===== src/rtl/alu_seq.sv =====
// Sequential ALU with valid/ready handshake on both sides, registered result and flags.
// Shifts run one bit per cycle; all other ops complete in a single cycle.
module alu_seq #(
   parameter int WIDTH    = 8,
   parameter int OP_WIDTH = 6
) (
   input  logic                clk,
   input  logic                rst_n,
   input  logic                in_valid,
   output logic                in_ready,
   input  logic [OP_WIDTH-1:0] alu_op,
   input  logic [WIDTH-1:0]    in_a,
   input  logic [WIDTH-1:0]    in_b,
   output logic                out_valid,
   input  logic                out_ready,
   output logic [WIDTH-1:0]    out,
   output logic                flag_z,
   output logic                flag_n,
   output logic                flag_c,
   output logic                flag_v,
   output logic                illegal_op
);

   localparam int CNT_W = $clog2(WIDTH + 1);
   localparam logic [WIDTH-1:0] WIDTH_VAL = WIDTH'(WIDTH);
   localparam logic [CNT_W-1:0] CNT_MAX   = CNT_W'(WIDTH);

   localparam logic [OP_WIDTH-1:0] OP_OR   = OP_WIDTH'(0);
   localparam logic [OP_WIDTH-1:0] OP_NAND = OP_WIDTH'(1);
   localparam logic [OP_WIDTH-1:0] OP_NOR  = OP_WIDTH'(2);
   localparam logic [OP_WIDTH-1:0] OP_AND  = OP_WIDTH'(3);
   localparam logic [OP_WIDTH-1:0] OP_ADD  = OP_WIDTH'(4);
   localparam logic [OP_WIDTH-1:0] OP_SUB  = OP_WIDTH'(5);
   localparam logic [OP_WIDTH-1:0] OP_XOR  = OP_WIDTH'(6);
   localparam logic [OP_WIDTH-1:0] OP_SHL  = OP_WIDTH'(7);
   localparam logic [OP_WIDTH-1:0] OP_SHR  = OP_WIDTH'(8);

   typedef enum logic [1:0] {
      IDLE,
      SHIFT,
      DONE
   } state_t;

   state_t           state;
   logic [WIDTH-1:0] shift_reg;
   logic [CNT_W-1:0] cnt;
   logic             shift_left;

   logic [WIDTH:0]   sum;
   logic [WIDTH:0]   diff;
   logic [WIDTH-1:0] alu_res;
   logic             alu_c;
   logic             alu_v;
   logic             alu_ill;
   logic             is_shift;
   logic [CNT_W-1:0] shift_cnt;
   logic [WIDTH-1:0] step_res;
   logic             step_c;

   assign in_ready = (state == IDLE);

   // Single-cycle datapath; a zero-length shift passes operand A straight through.
   always_comb begin
      sum       = {1'b0, in_a} + {1'b0, in_b};
      diff      = {1'b0, in_a} - {1'b0, in_b};
      alu_res   = '0;
      alu_c     = 1'b0;
      alu_v     = 1'b0;
      alu_ill   = 1'b0;
      is_shift  = 1'b0;
      shift_cnt = (in_b >= WIDTH_VAL) ? CNT_MAX : CNT_W'(in_b);
      case (alu_op)
         OP_OR:   alu_res = in_a | in_b;
         OP_NAND: alu_res = ~(in_a & in_b);
         OP_NOR:  alu_res = ~(in_a | in_b);
         OP_AND:  alu_res = in_a & in_b;
         OP_XOR:  alu_res = in_a ^ in_b;
         OP_ADD: begin
            alu_res = sum[WIDTH-1:0];
            alu_c   = sum[WIDTH];
            alu_v   = (in_a[WIDTH-1] == in_b[WIDTH-1]) && (sum[WIDTH-1] != in_a[WIDTH-1]);
         end
         OP_SUB: begin
            alu_res = diff[WIDTH-1:0];
            alu_c   = diff[WIDTH];
            alu_v   = (in_a[WIDTH-1] != in_b[WIDTH-1]) && (diff[WIDTH-1] != in_a[WIDTH-1]);
         end
         OP_SHL, OP_SHR: begin
            alu_res  = in_a;
            is_shift = 1'b1;
         end
         default: alu_ill = 1'b1;
      endcase
   end

   always_comb begin
      step_res = shift_left ? {shift_reg[WIDTH-2:0], 1'b0} : {1'b0, shift_reg[WIDTH-1:1]};
      step_c   = shift_left ? shift_reg[WIDTH-1] : shift_reg[0];
   end

   // Outputs are written only on entry to DONE so they stay frozen during SHIFT and backpressure.
   always_ff @(posedge clk or negedge rst_n) begin
      if (!rst_n) begin
         state      <= IDLE;
         shift_reg  <= '0;
         cnt        <= '0;
         shift_left <= 1'b0;
         out        <= '0;
         flag_z     <= 1'b0;
         flag_n     <= 1'b0;
         flag_c     <= 1'b0;
         flag_v     <= 1'b0;
         illegal_op <= 1'b0;
         out_valid  <= 1'b0;
      end else begin
         case (state)
            IDLE: begin
               if (in_valid) begin
                  if (is_shift && (shift_cnt != '0)) begin
                     shift_reg  <= in_a;
                     cnt        <= shift_cnt;
                     shift_left <= (alu_op == OP_SHL);
                     state      <= SHIFT;
                  end else begin
                     out        <= alu_res;
                     flag_z     <= (alu_res == '0);
                     flag_n     <= alu_res[WIDTH-1];
                     flag_c     <= alu_c;
                     flag_v     <= alu_v;
                     illegal_op <= alu_ill;
                     out_valid  <= 1'b1;
                     state      <= DONE;
                  end
               end
            end
            SHIFT: begin
               shift_reg <= step_res;
               cnt       <= cnt - 1'b1;
               if (cnt == CNT_W'(1)) begin
                  out        <= step_res;
                  flag_z     <= (step_res == '0);
                  flag_n     <= step_res[WIDTH-1];
                  flag_c     <= step_c;
                  flag_v     <= 1'b0;
                  illegal_op <= 1'b0;
                  out_valid  <= 1'b1;
                  state      <= DONE;
               end
            end
            DONE: begin
               if (out_ready) begin
                  out_valid <= 1'b0;
                  state     <= IDLE;
               end
            end
            default: state <= IDLE;
         endcase
      end
   end

endmodule

===== config.mk =====
export PLATFORM = sky130hd
export DESIGN_NAME = alu_seq
export DESIGN_NICKNAME = d
export VERILOG_FILES = /design/src/rtl/alu_seq.sv
export SDC_FILE = /design/constraint.sdc
export NUM_CORES = 1
export LEC_CHECK = 0
export ABC_AREA = 1
export ABC_CLOCK_PERIOD_IN_PS = 2000
export BUFFER_PORTS_ARGS = -buffer_cell sky130_fd_sc_hd__buf_2
export CAP_MARGIN = 5
export CORE_MARGIN = 2
export CORE_UTILIZATION = 50
export CTS_CLUSTER_DIAMETER = 30
export DETAILED_ROUTE_END_ITERATION = 8
export PLACE_DENSITY = 0.71
export SKIP_LAST_GASP = 1
export SLEW_MARGIN = 20
export SYNTH_ARGS = -nofsm -noshare
export SYNTH_HDL_FRONTEND = slang
export SYNTH_SLANG_ARGS = --single-unit

===== constraint.sdc =====
create_clock -name clk -period 2 [get_ports clk]
set_input_delay 0.2 -clock clk [delete_from_list [all_inputs] [get_ports clk]]
set_output_delay 0.2 -clock clk [all_outputs]
set_load 0.02 [all_outputs]

# --- After elaboration in Yosys (flattened, before gate mapping) ---
# Index checks and enable logic that the tools add are counted.
op_classes:
  div: 0
  reduce_logical: 17
  n_lt_le_gt_ge: 1
  n_eq_ne: 20
  n_mux: 47
  n_mul: 0
  n_shift: 0
  n_addsub: 3
  n_bitwise: 5
op_table:
  columns: ["cell", "n"]
  rows:
  - ["$pmux W8 S8", 1]
  - ["$mux W8", 6]
  - ["$pmux W8 S2", 2]
  - ["$eq A6 B3 Y1 const B", 4]
  - ["$mux W1", 21]
  - ["$logic_not A8 Y1", 2]
  - ["$not A8 Y8", 2]
  - ["$pmux W1 S2", 7]
  - ["$eq A6 B2 Y1 const B", 2]
  - ["$mux W4", 3]
  - ["$add A8 B8 Y9", 1]
  - ["$reduce_and A3 Y1", 3]
  - ["$reduce_or A9 Y1", 1]
  - ["$sub A8 B8 Y9", 1]
  - ["$and A8 B8 Y8", 1]
  - ["$ge A8 B4 Y1 const B", 1]
  - ["$mux W2", 4]
  - ["$ne A2 B2 Y1 const B", 4]
  - ["$or A8 B8 Y8", 1]
  - ["$pmux W4 S2", 1]
  - ["$xor A8 B8 Y8", 1]
  - ["$eq A6 B1 Y1 const B", 1]
  - ["$eq A6 B4 Y1 const B", 1]
  - ["$logic_not A6 Y1", 1]
  - ["17 further kinds", 21]
word_totals:
  regBits: 29
  romBits: 0
  n_memories: 0
  mem_bits_rw: 0
  latchBits: 0

# --- Logic depth before layout (Yosys ltp) ---
logic_depth:
  depth_word: 7
  ltp_mapped: 16
  mapped_depth_nobuf: 15

# --- Least setup slack after synthesis ---
# No wires, ideal clock.
synth_path:
  path_kind: "input -> register"
  start: "in in_a[0]"
  end: "reg flag_z"
  arrival_time_ns: 1.627
  required_time_ns: 1.927
  n_path_buf: 0
  setup_slack_ns: 0.300
  stages: 13
  setup_ns: 0.073
  cell_sequence: "ha_1 > fa_1 > nand2_1 > nand3_1 > nand3_1 > nand3_1 > nand3_1 > nand2_1 > nor2_1 > nand2_1 > nor2_1 > nand2_1 > a21oi_2"
synth_between:
  elab_chain_len: 7
  word_cells_on_any_way: 12
synth_lines:
  columns: ["element", "line_no", "source"]
  rows:
  - ["start, declared", "12", "input logic [WIDTH-1:0] in_a,"]
  - ["parallel branches: the longest is 2 deep, another holds $sub A8 B8 Y9", null, null]
  - ["$pmux W8 S8 *", "72", "case (alu_op)"]
  - ["$logic_not A8 Y1 *", "126", "flag_z <= (alu_res == '0);"]
  - ["$mux W1 *", "119", "if (is_shift && (shift_cnt != '0)) begin"]
  - ["$mux W1 *", "118", "if (in_valid) begin"]
  - ["$pmux W1 S2 *", "116", "case (state)"]
  - ["end signal, assigned", "126", null]
  - ["end signal, assigned", "141", "flag_z <= (step_res == '0);"]
  - ["end, declared", "17", "output logic flag_z,"]
# Mark *: on every way between the ends. The select of a mux whose other input is x is not followed.
# A chain may end at the register's enable or synchronous reset.

# --- Final worst setup path ---
# Ends and elaborated chain as after synthesis.

==> results.cfg <==
[run_status]
status = finished clean

[clocking]
cts_buffers = 3
post_cts_buffers = 0
clock_latency_ps = 280
clock-sinks = 28
h-tree-depth = 1
cts_buffer_depth = 2
cts_root_buf = clkbuf_8
cts_tree = yes
postCtsHoldBufs = 1
post_cts_resized = 0
clk_pin_slew_worst_paths_ps = 100

[synth]
yosys.cell_types.count = 40
synth.net_count = 533
ys_ff_latch = 28
synth_edf_count = 0
synth_top_area_cell = dfrtp_1
yosysSeqAreaShare_pct = 22.14
yosysMostFrequentCell = nand2_1
synthArstFlopShare_pct = 100.0
ys.flop_type = dfrtp_1
syn_area_um2 = 3164
netlist_instances = 479
syn_area_per_cell_um2 = 6.606
ys.warnings.count = 0
synth_top_area_share_pct = 22.14
ys_top_cells_by_area = dfrtp_1 (22%), nand2_1 (14%), ha_1 (10%)
synth_common_cells = nand2_1 (120), inv_1 (61), nor2_1 (54)

[grt]
antenna_found_initial = 0
overflow = 0
grt_max_degree = 29
grt_pass1_vias = 3011
globalRouteTotalUtil_pct = 25.97
grt_util_met3_pct = 1.682
grt_pass1_wl_mm = 14.71
grt_util_met1_pct = 35.33
grt-busiest-layer = met2
grt_use_met2_pct = 44.87

[setup_path]
r2r-start = cnt[1]
rrSetupSlack_ps = 270
endpoint = flag_z
rr_worst_depth = 10
worstPathMaxFanout = 3
cp-startpoint = in_a[0]
required_ps = 2210
crit_arrival_ps = 1950
end_kind = flip-flop
timing.rr.end = flag_c
cp-start-kind = primary input
critPathKind = in2reg

[floorplan]
row_count = 28
die-area_um2 = 6981
die_y_um = 83.55
die_x_um = 83.55
ios = 41
core_um2 = 6026
initial_utilization_pct = 52.51

[layout]
nets = 599
area_delta_synth_final_pct = 16.05
layout-drive-gt1-share_pct = 23.35
diodes = 0

[place]
io_buffer_count = 40
gp_congestion = 0.9652
post-dp-hpwl_mm = 7.539

[route]
wl_mm = 9.145
drt_pass1_iterations = 5
detail_route.vias_per_cell = 5.315
ant_nets = 0
drt_iter0_markers = 163
drc = 0
wire_per_inst_um = 14.77
via_count = 3290

[power_and_ir_drop]
power_leakage_nw = 2.018
power.density_nw_per_um2 = 746.6
ir_drop_mv = 0.6564

[flow_run]
drv_cap = 0

[sta]
rsz0062_at_grt = no
period_share_pct = 86.60
hold_ws_ps = 223.3
max_freq_mhz = 577.4
period_minus_slack_ps = 1732
timing.setup.tns_ps = 0
worst_pin_slew_ps = 631.4
clock_skew_ps = 6.570
hold_viol = 0
drv_slew = 0
setup_viol = 0
slew_headroom_pct = 57.91

[hold_path]
hp-class = in2reg
## per-stage QoR
step / utilization, % / power [mW] / cells / cell area (um^2) / setup slack, ps
3_5_place_dp: 59.86 / 2.390 / 614 / 3607 / 0.1390
6_report: 60.94 / 2.742 / 619 / 3672 / 268.0
5_1_grt: 60.94 / 2.952 / 619 / 3672 / 58.34
3_3_place_gp: 59.86 / 2.358 / 614 / 3607 / 15.89
4_1_cts: 60.94 / 2.748 / 619 / 3672 / 263.9
2_1_floorplan: - / 1.950 / 479 / 3164 / 299.6
## logic make-up (layout without fill, tap and decap cells)
group | count (synthesis) | after routing | synth area share [%]
adders and majority gates | 28 | 28 | 11.55
xor gates and xnor gates | 6 | 6 | 1.661
and+or+nand+nor | 266 | 266 | 39.82
buffers and inverters | 81 | 146 | 11.35
DFF | 28 | 28 | 22.14
AOI/OAI and AO/OA | 69 | 69 | 13.17
muxes | 1 | 1 | 0.3163
## critical path: stages
cell and delay (ps):
buf_2 100, inv_1 70, ha_1 240, fa_1 420
inv_1 100, nand3_1 110, nand3_1 100, nand2_1 70
nand2_1 70, nor2_1 50, nor2_1 100, nand2_1 50
nor2_1 80, nand2_1 70, a21oi_2 100
## routing by layer
| metal | vias up | wire (um) | part of all wire, % |
|---|---|---|---|
| li1 | 1675 | - | - |
| met1 | 1517 | 4278 | 47 |
| met2 | 90 | 4384 | 48 |
| met3 | 8 | 370 | 4.0 |
| met4 | 0 | 112 | 1.2 |
| met5 | - | 0 | 0 |
## area by class of cell
cell class / instances / area (um^2)
Multi-Input combinational cell: 370 / 2105
Sequential cell: 28 / 700.7
Inverter: 68 / 260.3
Timing Repair Buffer: 74 / 457.9
Clock buffer: 4 / 55.05
Fill cell: 592 / 2354
Tap cell: 75 / 93.84
## where the power goes
group / internal [mW] / switching (mW) / total, mW / leakage (nW)
registers: 0.792 / 0.151 / 0.943 / 0.356
logic: 0.532 / 0.908 / 1.44 / 1.63
clock network: 0.177 / 0.183 / 0.359 / 0.0288
## cells in the final DEF (no fill, tap or decap), types with 2 or more instances in the layout
cell type  instances
o211ai_1           4
o22ai_1            5
nand2_4            6
xor2_1             4
xnor2_1            2
nand3b_1           2
clkbuf_8           4
o21ai_2            9
or2_1              2
nor2_4             3
nand3_2            6
fa_1               2
ha_1              26
a21oi_2            3
buf_4             33
buf_2             40
nand2_1          120
nand4_1           13
a21oi_1           20
o21ai_1            5
inv_2              6
nand2_2            2
o21ai_0           18
nand3_1           42
dfrtp_1           28
inv_1             61
nor2_2            11
a31oi_1            2
nor2_1            54
o31ai_1            2
## how the worst min path moves through the flow
stage              start        to  slack [ps]  cells after the start
4_1_cts        out_ready  state[1]         220                      3
3_3_place_gp       rst_n  state[1]         250                      1
5_1_grt         in_valid  state[0]         260                      3
2_1_floorplan      rst_n    cnt[0]        -100                      0
6_report       out_ready  state[1]         220                      3
3_5_place_dp       rst_n  state[1]         250                      1
Note: power is estimated with default switching activity, not from simulation.
